File: src/rtl/opl3_sample_fetch_if.sv
// rtl/opl3_sample_fetch_if.sv - sequencer handshake and output sample bus for opl3_sample_fetch
//
// Purpose: bundles the sequencer sample handshake (ready/rd/A/B) and the
// show-ahead output sample stream (out_valid/out_l/out_r/out_ack).
// Signals:
//   ready      sequencer has a finished sample on A/B and is idle
//   rd         one-cycle pulse starting the next sequencer pass
//   A, B       signed left/right sample from the sequencer
//   out_valid  output FIFO head is valid
//   out_l/r    output FIFO head, left/right
//   out_ack    pop the output FIFO head
// Modports:
//   master  fetch block side (drives rd and the output stream)
//   slave   sequencer / audio sink side
interface opl3_sample_fetch_if;
  logic        ready;
  logic        rd;
  logic [15:0] A;
  logic [15:0] B;
  logic        out_valid;
  logic [15:0] out_l;
  logic [15:0] out_r;
  logic        out_ack;

  modport master (
    input  ready, A, B, out_ack,
    output rd, out_valid, out_l, out_r
  );

  modport slave (
    output ready, A, B, out_ack,
    input  rd, out_valid, out_l, out_r
  );
endinterface

File: src/rtl/opl3_sample_fetch.sv
// rtl/opl3_sample_fetch.sv - OPL3 sample-rate strobe, sample fetch FSM and output FIFO
//
// Purpose: derives the output sample-rate strobe from clk with a fractional
// phase accumulator, fetches one stereo sample from the sequencer per strobe
// (restarting the sequencer with rd), queues the samples in a small
// show-ahead FIFO and reports timing/flow faults through sticky flags.
// Ports:
//   clk        system clock, rising edge
//   reset      synchronous, active-high reset
//   en         rate generator enable
//   bus        opl3_sample_fetch_if.master: ready/rd/A/B and out_* stream
//   flag_clr   clears all sticky flags (a same-cycle set wins)
//   late_err   sticky: strobe arrived while a fetch was outstanding
//   ovf_err    sticky: sample dropped because the FIFO was full
//   udf_err    sticky: out_ack while the FIFO was empty
module opl3_sample_fetch #(
  parameter int CLK_HZ     = 50000000,
  parameter int RATE_HZ    = 44100,
  parameter int DEPTH_LOG2 = 2
) (
  input  logic                       clk,
  input  logic                       reset,
  input  logic                       en,
  opl3_sample_fetch_if.master        bus,
  input  logic                       flag_clr,
  output logic                       late_err,
  output logic                       ovf_err,
  output logic                       udf_err
);

  localparam logic [31:0] CLK_INC  = 32'(CLK_HZ);
  localparam logic [31:0] RATE_INC = 32'(RATE_HZ);
  localparam int          DEPTH    = 1 << DEPTH_LOG2;

  localparam logic [1:0] ST_IDLE  = 2'd0;
  localparam logic [1:0] ST_WAIT  = 2'd1;
  localparam logic [1:0] ST_ISSUE = 2'd2;

  // ---------------------------------------------------------------------
  // Rate generator. CLK_HZ < 2^31 keeps acc + RATE_HZ inside 32 bits.
  // ---------------------------------------------------------------------
  logic [31:0] acc;
  logic [31:0] acc_sum;
  logic        tick;

  assign acc_sum = acc + RATE_INC;

  always_ff @(posedge clk) begin
    if (reset) begin
      acc  <= 32'd0;
      tick <= 1'b0;
    end else if (en) begin
      if (acc_sum >= CLK_INC) begin
        acc  <= acc_sum - CLK_INC;
        tick <= 1'b1;
      end else begin
        acc  <= acc_sum;
        tick <= 1'b0;
      end
    end else begin
      tick <= 1'b0;
    end
  end

  // ---------------------------------------------------------------------
  // Fetch FSM. rd is registered from (WAIT && ready), so it is high exactly
  // in the ISSUE cycle; the sequencer keeps ready high until it sees rd.
  // ---------------------------------------------------------------------
  logic [1:0]  state;
  logic [31:0] pair;
  logic        rd_q;
  logic        push;

  always_ff @(posedge clk) begin
    if (reset) begin
      state <= ST_IDLE;
      pair  <= 32'd0;
      rd_q  <= 1'b0;
    end else begin
      rd_q <= 1'b0;
      case (state)
        ST_IDLE: begin
          if (tick) state <= ST_WAIT;
        end
        ST_WAIT: begin
          if (bus.ready) begin
            pair  <= {bus.A, bus.B};
            rd_q  <= 1'b1;
            state <= ST_ISSUE;
          end
        end
        ST_ISSUE: begin
          state <= ST_IDLE;
        end
        default: begin
          state <= ST_IDLE;
        end
      endcase
    end
  end

  assign bus.rd = rd_q;
  assign push   = (state == ST_ISSUE);

  // ---------------------------------------------------------------------
  // Show-ahead FIFO. Pointers carry one extra wrap bit to tell full from
  // empty. The head is a register so it can hold its last value (and read
  // as zero after reset) while the FIFO is empty.
  // ---------------------------------------------------------------------
  logic [31:0]         mem [DEPTH];
  logic [DEPTH_LOG2:0] wp;
  logic [DEPTH_LOG2:0] rp;
  logic [DEPTH_LOG2:0] wp_n;
  logic [DEPTH_LOG2:0] rp_n;
  logic                fifo_empty;
  logic                fifo_full;
  logic                pop;
  logic                push_ok;
  logic [31:0]         head;
  logic                valid_q;

  assign fifo_empty = (wp == rp);
  assign fifo_full  = (wp[DEPTH_LOG2] != rp[DEPTH_LOG2]) &&
                      (wp[DEPTH_LOG2-1:0] == rp[DEPTH_LOG2-1:0]);
  assign pop        = bus.out_ack && !fifo_empty;
  // A pop in the same cycle frees the slot the push lands in.
  assign push_ok    = push && (!fifo_full || pop);
  assign wp_n       = wp + {{DEPTH_LOG2{1'b0}}, push_ok};
  assign rp_n       = rp + {{DEPTH_LOG2{1'b0}}, pop};

  always_ff @(posedge clk) begin
    if (push_ok) mem[wp[DEPTH_LOG2-1:0]] <= pair;
  end

  always_ff @(posedge clk) begin
    if (reset) begin
      wp      <= '0;
      rp      <= '0;
      valid_q <= 1'b0;
      head    <= 32'd0;
    end else begin
      wp      <= wp_n;
      rp      <= rp_n;
      valid_q <= (wp_n != rp_n);
      if (wp_n != rp_n) begin
        // New head is the entry being written this cycle when the read
        // pointer lands on the write slot, otherwise already in memory.
        head <= (rp_n == wp) ? pair : mem[rp_n[DEPTH_LOG2-1:0]];
      end
    end
  end

  assign bus.out_valid = valid_q;
  assign bus.out_l     = head[31:16];
  assign bus.out_r     = head[15:0];

  // ---------------------------------------------------------------------
  // Sticky flags; a set in the same cycle as flag_clr wins.
  // ---------------------------------------------------------------------
  logic late_set;
  logic ovf_set;
  logic udf_set;

  assign late_set = tick && (state != ST_IDLE);
  assign ovf_set  = push && !push_ok;
  assign udf_set  = bus.out_ack && fifo_empty;

  always_ff @(posedge clk) begin
    if (reset) begin
      late_err <= 1'b0;
      ovf_err  <= 1'b0;
      udf_err  <= 1'b0;
    end else begin
      late_err <= late_set | (late_err & ~flag_clr);
      ovf_err  <= ovf_set  | (ovf_err  & ~flag_clr);
      udf_err  <= udf_set  | (udf_err  & ~flag_clr);
    end
  end

endmodule

File: src/flat_wrapper.sv
// flat-port wrapper written by rule: the top's interface ports become plain ports
module opl3_sample_fetch_flat 
#(
  parameter int CLK_HZ     = 50000000,
  parameter int RATE_HZ    = 44100,
  parameter int DEPTH_LOG2 = 2
)
  (clk, reset, en, flag_clr, late_err, ovf_err, udf_err, bus_ready, bus_A, bus_B, bus_out_ack, bus_rd, bus_out_valid, bus_out_l, bus_out_r);
  opl3_sample_fetch_if bus_i ();
  input  logic clk;
  input  logic reset;
  input  logic en;
  input  logic flag_clr;
  output logic late_err;
  output logic ovf_err;
  output logic udf_err;
  input wire logic [$bits(bus_i.ready)-1:0] bus_ready;
  input wire logic [$bits(bus_i.A)-1:0] bus_A;
  input wire logic [$bits(bus_i.B)-1:0] bus_B;
  input wire logic [$bits(bus_i.out_ack)-1:0] bus_out_ack;
  output wire logic [$bits(bus_i.rd)-1:0] bus_rd;
  output wire logic [$bits(bus_i.out_valid)-1:0] bus_out_valid;
  output wire logic [$bits(bus_i.out_l)-1:0] bus_out_l;
  output wire logic [$bits(bus_i.out_r)-1:0] bus_out_r;
  assign bus_i.ready = bus_ready;
  assign bus_i.A = bus_A;
  assign bus_i.B = bus_B;
  assign bus_i.out_ack = bus_out_ack;
  assign bus_rd = bus_i.rd;
  assign bus_out_valid = bus_i.out_valid;
  assign bus_out_l = bus_i.out_l;
  assign bus_out_r = bus_i.out_r;
  opl3_sample_fetch #(.CLK_HZ(CLK_HZ), .RATE_HZ(RATE_HZ), .DEPTH_LOG2(DEPTH_LOG2)) u_core (.clk(clk), .reset(reset), .en(en), .bus(bus_i), .flag_clr(flag_clr), .late_err(late_err), .ovf_err(ovf_err), .udf_err(udf_err));
endmodule
File: config.mk
export PLATFORM = sky130hd
export DESIGN_NAME = opl3_sample_fetch_flat
export DESIGN_NICKNAME = d
export VERILOG_FILES = /design/src/rtl/opl3_sample_fetch_if.sv /design/src/rtl/opl3_sample_fetch.sv /design/src/flat_wrapper.sv
export SDC_FILE = /design/constraint.sdc
export NUM_CORES = 1
export LEC_CHECK = 0
export ABC_AREA = 0
export CELL_PAD_IN_SITES_DETAIL_PLACEMENT = 1
export CELL_PAD_IN_SITES_GLOBAL_PLACEMENT = 2
export CORE_MARGIN = 2
export CORE_UTILIZATION = 36
export DETAILED_ROUTE_END_ITERATION = 6
export GPL_TIMING_DRIVEN = 0
export PLACE_DENSITY_LB_ADDON = 0.1
export SLEW_MARGIN = 20
export SYNTH_ARGS = -nofsm -noshare
export SYNTH_HDL_FRONTEND = slang
export SYNTH_SLANG_ARGS = --single-unit
File: constraint.sdc
create_clock -name clk -period 4.5 [get_ports clk]
set_clock_uncertainty 0.2 [all_clocks]
set_input_delay 0.9 -clock clk [delete_from_list [all_inputs] [get_ports clk]]
set_output_delay 0.9 -clock clk [all_outputs]
set_load 0.05 [all_outputs]
=== After elaboration in Yosys (flattened, before gate mapping) ===
Memories as Yosys holds them, arrays and structs flattened.
Index checks and enable logic that the tools add are counted.
Widths: inputs -> output; s select.

* Flip-flop bits (word level): 110
* Bits in writable memories: 128
* Logic and storage cells: 61
* Memories kept: 1

* Add/sub/neg operators: 4
* $lt $le $gt $ge: 1
* Eq/ne operators: 9
* Multiplexer cells: 9
* Bitwise operators: 9
* Reductions and logical operators: 16

{| class="wikitable"
|+ Memories
! memory !! depth !! width !! read ports !! clocked after Yosys merged registers in !! wr ports !! line !! source
|-
| u_core.mem || 4 || 32 || 1 || 0 || 1 || opl3_sample_fetch.sv:110 || <nowiki>logic [31:0] mem [DEPTH];</nowiki>
|}

{| class="wikitable"
|+ Operators with widths
! cell !! number
|-
| $mux 32 || 2
|-
| $add 32x16->32 const B || 1
|-
| $ge 32x26->1 const B || 1
|-
| $sub 32x26->32 const B || 1
|-
| $add 3x1->3 || 2
|-
| $eq 3x3->1 || 2
|-
| $logic_and 1x1->1 || 6
|-
| $mux 1 || 4
|-
| $mux 2 || 2
|-
| $pmux 2 s2 || 1
|-
| $reduce_and 2->1 || 2
|-
| $reduce_or 2->1 || 2
|-
| $and 1x1->1 || 3
|-
| $logic_not 1->1 || 3
|-
| $ne 3x3->1 || 1
|-
| $not 1->1 || 3
|-
| $or 1x1->1 || 3
|-
| $eq 2x1->1 const B || 1
|-
| $eq 2x2->1 || 1
|-
| $eq 2x2->1 const B || 1
|-
| $logic_not 2->1 || 1
|-
| $ne 2x1->1 const B || 1
|-
| $ne 2x2->1 const B || 1
|-
| $reduce_bool 2->1 || 1
|-
| 2 further kinds || 2
|}

=== Depth between registers and ports, before layout ===
* Word-level depth: 8
* Depth in mapped cells: 13

=== Least setup slack after synthesis ===
OpenSTA, ideal clock, no wires.

* Kind: input-to-reg
* From: in bus_out_ack
* To: mem u_core.mem[0][0], enable pin
* Setup time: 0.468 ns
* Arrival: 3.737 ns
* Required time: 3.832 ns
* Slack: 0.096 ns
* Stages: 3
* Buffers on the path: 0
* Cell sequence: nor3_1 -> nor3b_1 -> nor3b_1

* Cells in the longest elaborated chain, start to end: 5

{| class="wikitable"
|+ RTL lines
! item !! line !! source
|-
| start, declared || flat_wrapper.sv:20 || <nowiki>input wire logic [$bits(bus_i.out_ack)-1:0] bus_out_ack;</nowiki>
|-
| $logic_and 1x1->1 || opl3_sample_fetch.sv:125 || <nowiki>assign pop = bus.out_ack && !fifo_empty;</nowiki>
|-
| $logic_or 1x1->1 || opl3_sample_fetch.sv:127 || <nowiki>assign push_ok = push && (!fifo_full || pop);</nowiki>
|-
| $logic_and 1x1->1 || opl3_sample_fetch.sv:127 ||
|-
| $mux 1 || opl3_sample_fetch.sv:132 || <nowiki>if (push_ok) mem[wp[DEPTH_LOG2-1:0]] <= pair;</nowiki>
|-
| $mux 1 (implied by the code) || opl3_sample_fetch.sv:132 ||
|-
| end, declared || opl3_sample_fetch.sv:110 ||
|}

No other way between the ends.

=== Final worst setup path ===
* From: reg u_core.acc[2]
* To: reg u_core.acc[12]

* Cells in the longest elaborated chain, start to end: 3
* Elaborated cells on any way between the ends: 4
* Those cells by class: add/sub: 2; order compare: 1; mux: 1

{| class="wikitable"
|+ RTL lines
! item !! line !! source
|-
| start, declared || opl3_sample_fetch.sv:42 || <nowiki>logic [31:0] acc;</nowiki>
|-
| start signal, assigned || opl3_sample_fetch.sv:54 || <nowiki>acc <= acc_sum - CLK_INC;</nowiki>
|-
| start signal, assigned || opl3_sample_fetch.sv:57 || <nowiki>acc <= acc_sum;</nowiki>
|-
| $add 32x16->32 * || opl3_sample_fetch.sv:46 || <nowiki>assign acc_sum = acc + RATE_INC;</nowiki>
|-
| $sub 32x26->32 / $ge 32x26->1 (equally long branches) || opl3_sample_fetch.sv:54, opl3_sample_fetch.sv:53 ||
|-
| $mux 32 * || opl3_sample_fetch.sv:53 || <nowiki>if (acc_sum >= CLK_INC) begin</nowiki>
|}

Mark *: on every way between the ends. The rest lies on a longest branch, timed or not.
A chain may end at the register's enable or synchronous reset.

==> qor.csv <==
stage;metric;value;unit
sta;final setup fails;0;
placement;Port Buffers;73;
critical_path;CP Class;register to register;
job;Max Cap Viol;0;
routing;DRT Pass-1 Iters;5;
pwr;Pint;4.59;mW
pwr;total power;7.06;mW
clocking;Clock Tree Buf Depth;3;
die;Die H;176;µm
yosys;Syn Area/Cell;11.9;µm²
yosys;Synth area leader;edfxtp_1;
worst_hold_path;hold crit path type;register to register;
pwr;sequential power share;37.3;%
placement;hpwl dp;20.6;mm
layout;post-layout util;44.0;%
critical_path;critical path fanouts, max;10;
die;core area;29400;µm²
yosys;Gate Count Post-Synth;901;
die;row count;63;
yosys;synthesized flop and latch total;236;
routing;drt wl/cell;20.9;µm
pwr;VDD IR max;0.350;mV
pwr;Clock power frac;30.9;%
yosys;syn nets;945;
pwr;Sw Pwr;2.47;mW
sta;fin crit share;92.9;%
sta;Hold Vio Cnt, Final;0;
die;I/O pins;75;
global_route;global route total overflow;0;
global_route;largest net degree at the start of global routing;25;
pwr;Leak;4.19;nW
critical_path;CP arrival;4410;ps
sta;crit path time final;4180;ps
layout;nets;1056;
routing;drt total wl;29.7;mm
yosys;Synth top cells by count;edfxtp_1 (128), dfxtp_1 (108), nand2_1 (96);
yosys;most frequent cell after synthesis;edfxtp_1;
die;Die W;176;µm
routing;detailed-route via count;7642;
routing;DRT iter0 DRCs;408;
critical_path;Worst EP required;4730;ps
global_route;GRT Total Usage;19.6;%
pwr;Power Dens Cells;545;nW/µm²
sta;Total Neg Setup Slack;0;ps
layout;layout cell share with drive strength beyond 1;13.3;%
yosys;post-synth cell types;76;
layout;post-route cell area;12900;µm²
layout;area grow syn2layout;21.2;%
die;die footprint;31100;µm²
clocking;Root Buffer;clkbuf_16;
die;starting density of the core;36.3;%
yosys;yosys warns;0;
yosys;Primary FF master, synth;edfxtp_1;
yosys;Synth Cell Area;10700;µm²
clocking;CTS tree;done;
clocking;Num CTS Buffers;28;
critical_path;CP Capture Type;register;
status;outcome;complete, no violations;
sta;Fmax achieved;239;MHz
routing;drt drc;0;
pwr;combinational fraction of design power;31.8;%
yosys;Seq/Total Area, Yosys;56.2;%
yosys;top cells by area, synth;edfxtp_1 (36%), dfxtp_1 (20%), mux4_2 (6.7%);
sta;Slew Limit Fails;0;
global_route;first-pass GRT wire length;47.1;mm
clocking;Clock Sinks;236;
critical_path;CP startpoint kind;register;
global_route;antenna violations before repair;0;
yosys;post-synth top area share;36.0;%
sta;RSZ-0062 raised after global routing;false;
clocking;Worst-path clk slew;60;ps
placement;dpl cells;1372;
routing;Avg Vias per Cell;5.37;
pwr;sw frac;35.0;%
placement;Post-DP Area;12000;µm²
placement;Final Wtd Congestion;0.796;
routing;Routed Antenna Nets;0;
clocking;CTS Hold Bufs;0;
global_route;number of global-route vias before repair;8078;
sta;Worst slew margin;36.8;%
sta;Worst Max-Slew Pin Slew;948;ps
clocking;CTS H-Tree Depth;1;
yosys;EDFF count, synth;128;
layout;Ant. Diodes;0;
yosys;Async SR Flop Fraction;0;%
layout;Final Non-Filler Cells;1424;
clocking;Clock Latency Late Sink;560;ps
path summary, 6_finish.rpt:
path                        start              end  slack, ps  cells after the start
setup / recovery    u_core.acc[2]   u_core.acc[12]        320                     10
hold / removal    u_core.head[29]  u_core.head[29]        300                      2
setup reg to reg    u_core.acc[2]   u_core.acc[12]        320                     10
hold reg to reg   u_core.head[29]  u_core.head[29]        300                      2
power groups by stage:
| stage | combinational (mW) | sequential [mW] | clock [mW] |
|---|---|---|---|
| 6_report | 2.25 | 2.63 | 2.18 |
| 5_1_grt | 2.46 | 2.66 | 2.32 |
| 4_1_cts | 2.27 | 2.63 | 2.23 |
| 3_5_place_dp | 2.26 | 2.68 | 0 |
| 3_3_place_gp | 2.24 | 2.68 | 0 |
| 2_1_floorplan | 1.33 | 2.92 | 0 |
what timing repair did:
| item | in CTS | in global routing |
|---|---|---|
| gates resized for setup | 0 | 2 |
| setup endpoints to repair | 0 | 16 |
| setup buffers | 0 | 0 |
per-layer routing:
layer / wire [µm] / GRT usage, % / part of all wire (%) / vias up
met5: 0 / 0 / 0 / -
met4: 625 / 4.61 / 2.1 / 0
met3: 962 / 2.41 / 3.2 / 49
met2: 14700 / 34.6 / 49 / 131
met1: 13400 / 25.7 / 45 / 3852
li1: - / - / - / 3610
placed cells by master (no fill, tap or decap), types with 5 or more instances in the layout:
| cell | instances |
|---|---|
| dfxtp_1 | 108 |
| o31ai_1 | 5 |
| inv_1 | 6 |
| ha_1 | 6 |
| xor2_1 | 16 |
| or3_1 | 9 |
| nor3_1 | 12 |
| a22o_1 | 6 |
| buf_6 | 5 |
| buf_4 | 8 |
| buf_1 | 10 |
| nor2b_1 | 19 |
| nand4_1 | 9 |
| buf_2 | 6 |
| and3_1 | 10 |
| xnor2_1 | 18 |
| clkdlybuf4s50_1 | 73 |
| edfxtp_1 | 128 |
| clkbuf_16 | 28 |
| o21ai_0 | 23 |
| a31oi_1 | 10 |
| nand3_1 | 16 |
| mux4_2 | 32 |
| clkbuf_1 | 46 |
| nand2_1 | 96 |
| mux2_2 | 12 |
| nor2_1 | 77 |
| mux2i_1 | 42 |
| a21oi_1 | 49 |
| a211oi_1 | 38 |
flip-flops by register name (all words and copies together), names as in the netlist, 2 cells and up:
register	cells
u_core.head	32
u_core.mem	128
u_core.wp	3
u_core.pair	32
u_core.acc	30
u_core.state	2
u_core.rp	3
cell families (layout without fill, tap and decap cells):
logic type               after synthesis  count (layout)  share of synthesized area, %
flip-flops                           236             236                          56.2
AND/OR/NAND/NOR                      288             288                          13.2
XOR/XNOR                              34              34                          2.79
buffers and inverters                 68             201                          2.87
multiplexers                          87              87                          12.1
AO/OA/AOI/OAI                        182             182                          12.2
adder cells (fa/ha/maj)                6               6                         0.703
critical path: stages (launching register included):
cell	delay (ps)
dfxtp_1	520
ha_1	310
nand3_1	210
a211oi_4	610
o211ai_2	140
xor2_1	350
nand3_2	170
or3_1	490
nor2_1	500
a211oi_1	230
mux2_2	320
cell type report:
class                      count  area (µm²)
fill                        3137       16500
clock buffer                  42         783
buffer                        62         284
inverter                       6        22.5
clock inverter                10         110
multi-input combinational    597        4400
sequential                   236        6010
timing repair buffer          81         847
tap                          390         488
through the flow:
step                      setup slack [ps]  hold slack [ps]
after floorplan                       95.6              253
after global placement               -2960              288
after detailed placement              59.3              293
after CTS                              145              301
after global routing                  4.12              320
final                                  320              300
(Power assumes the default switching activity.)
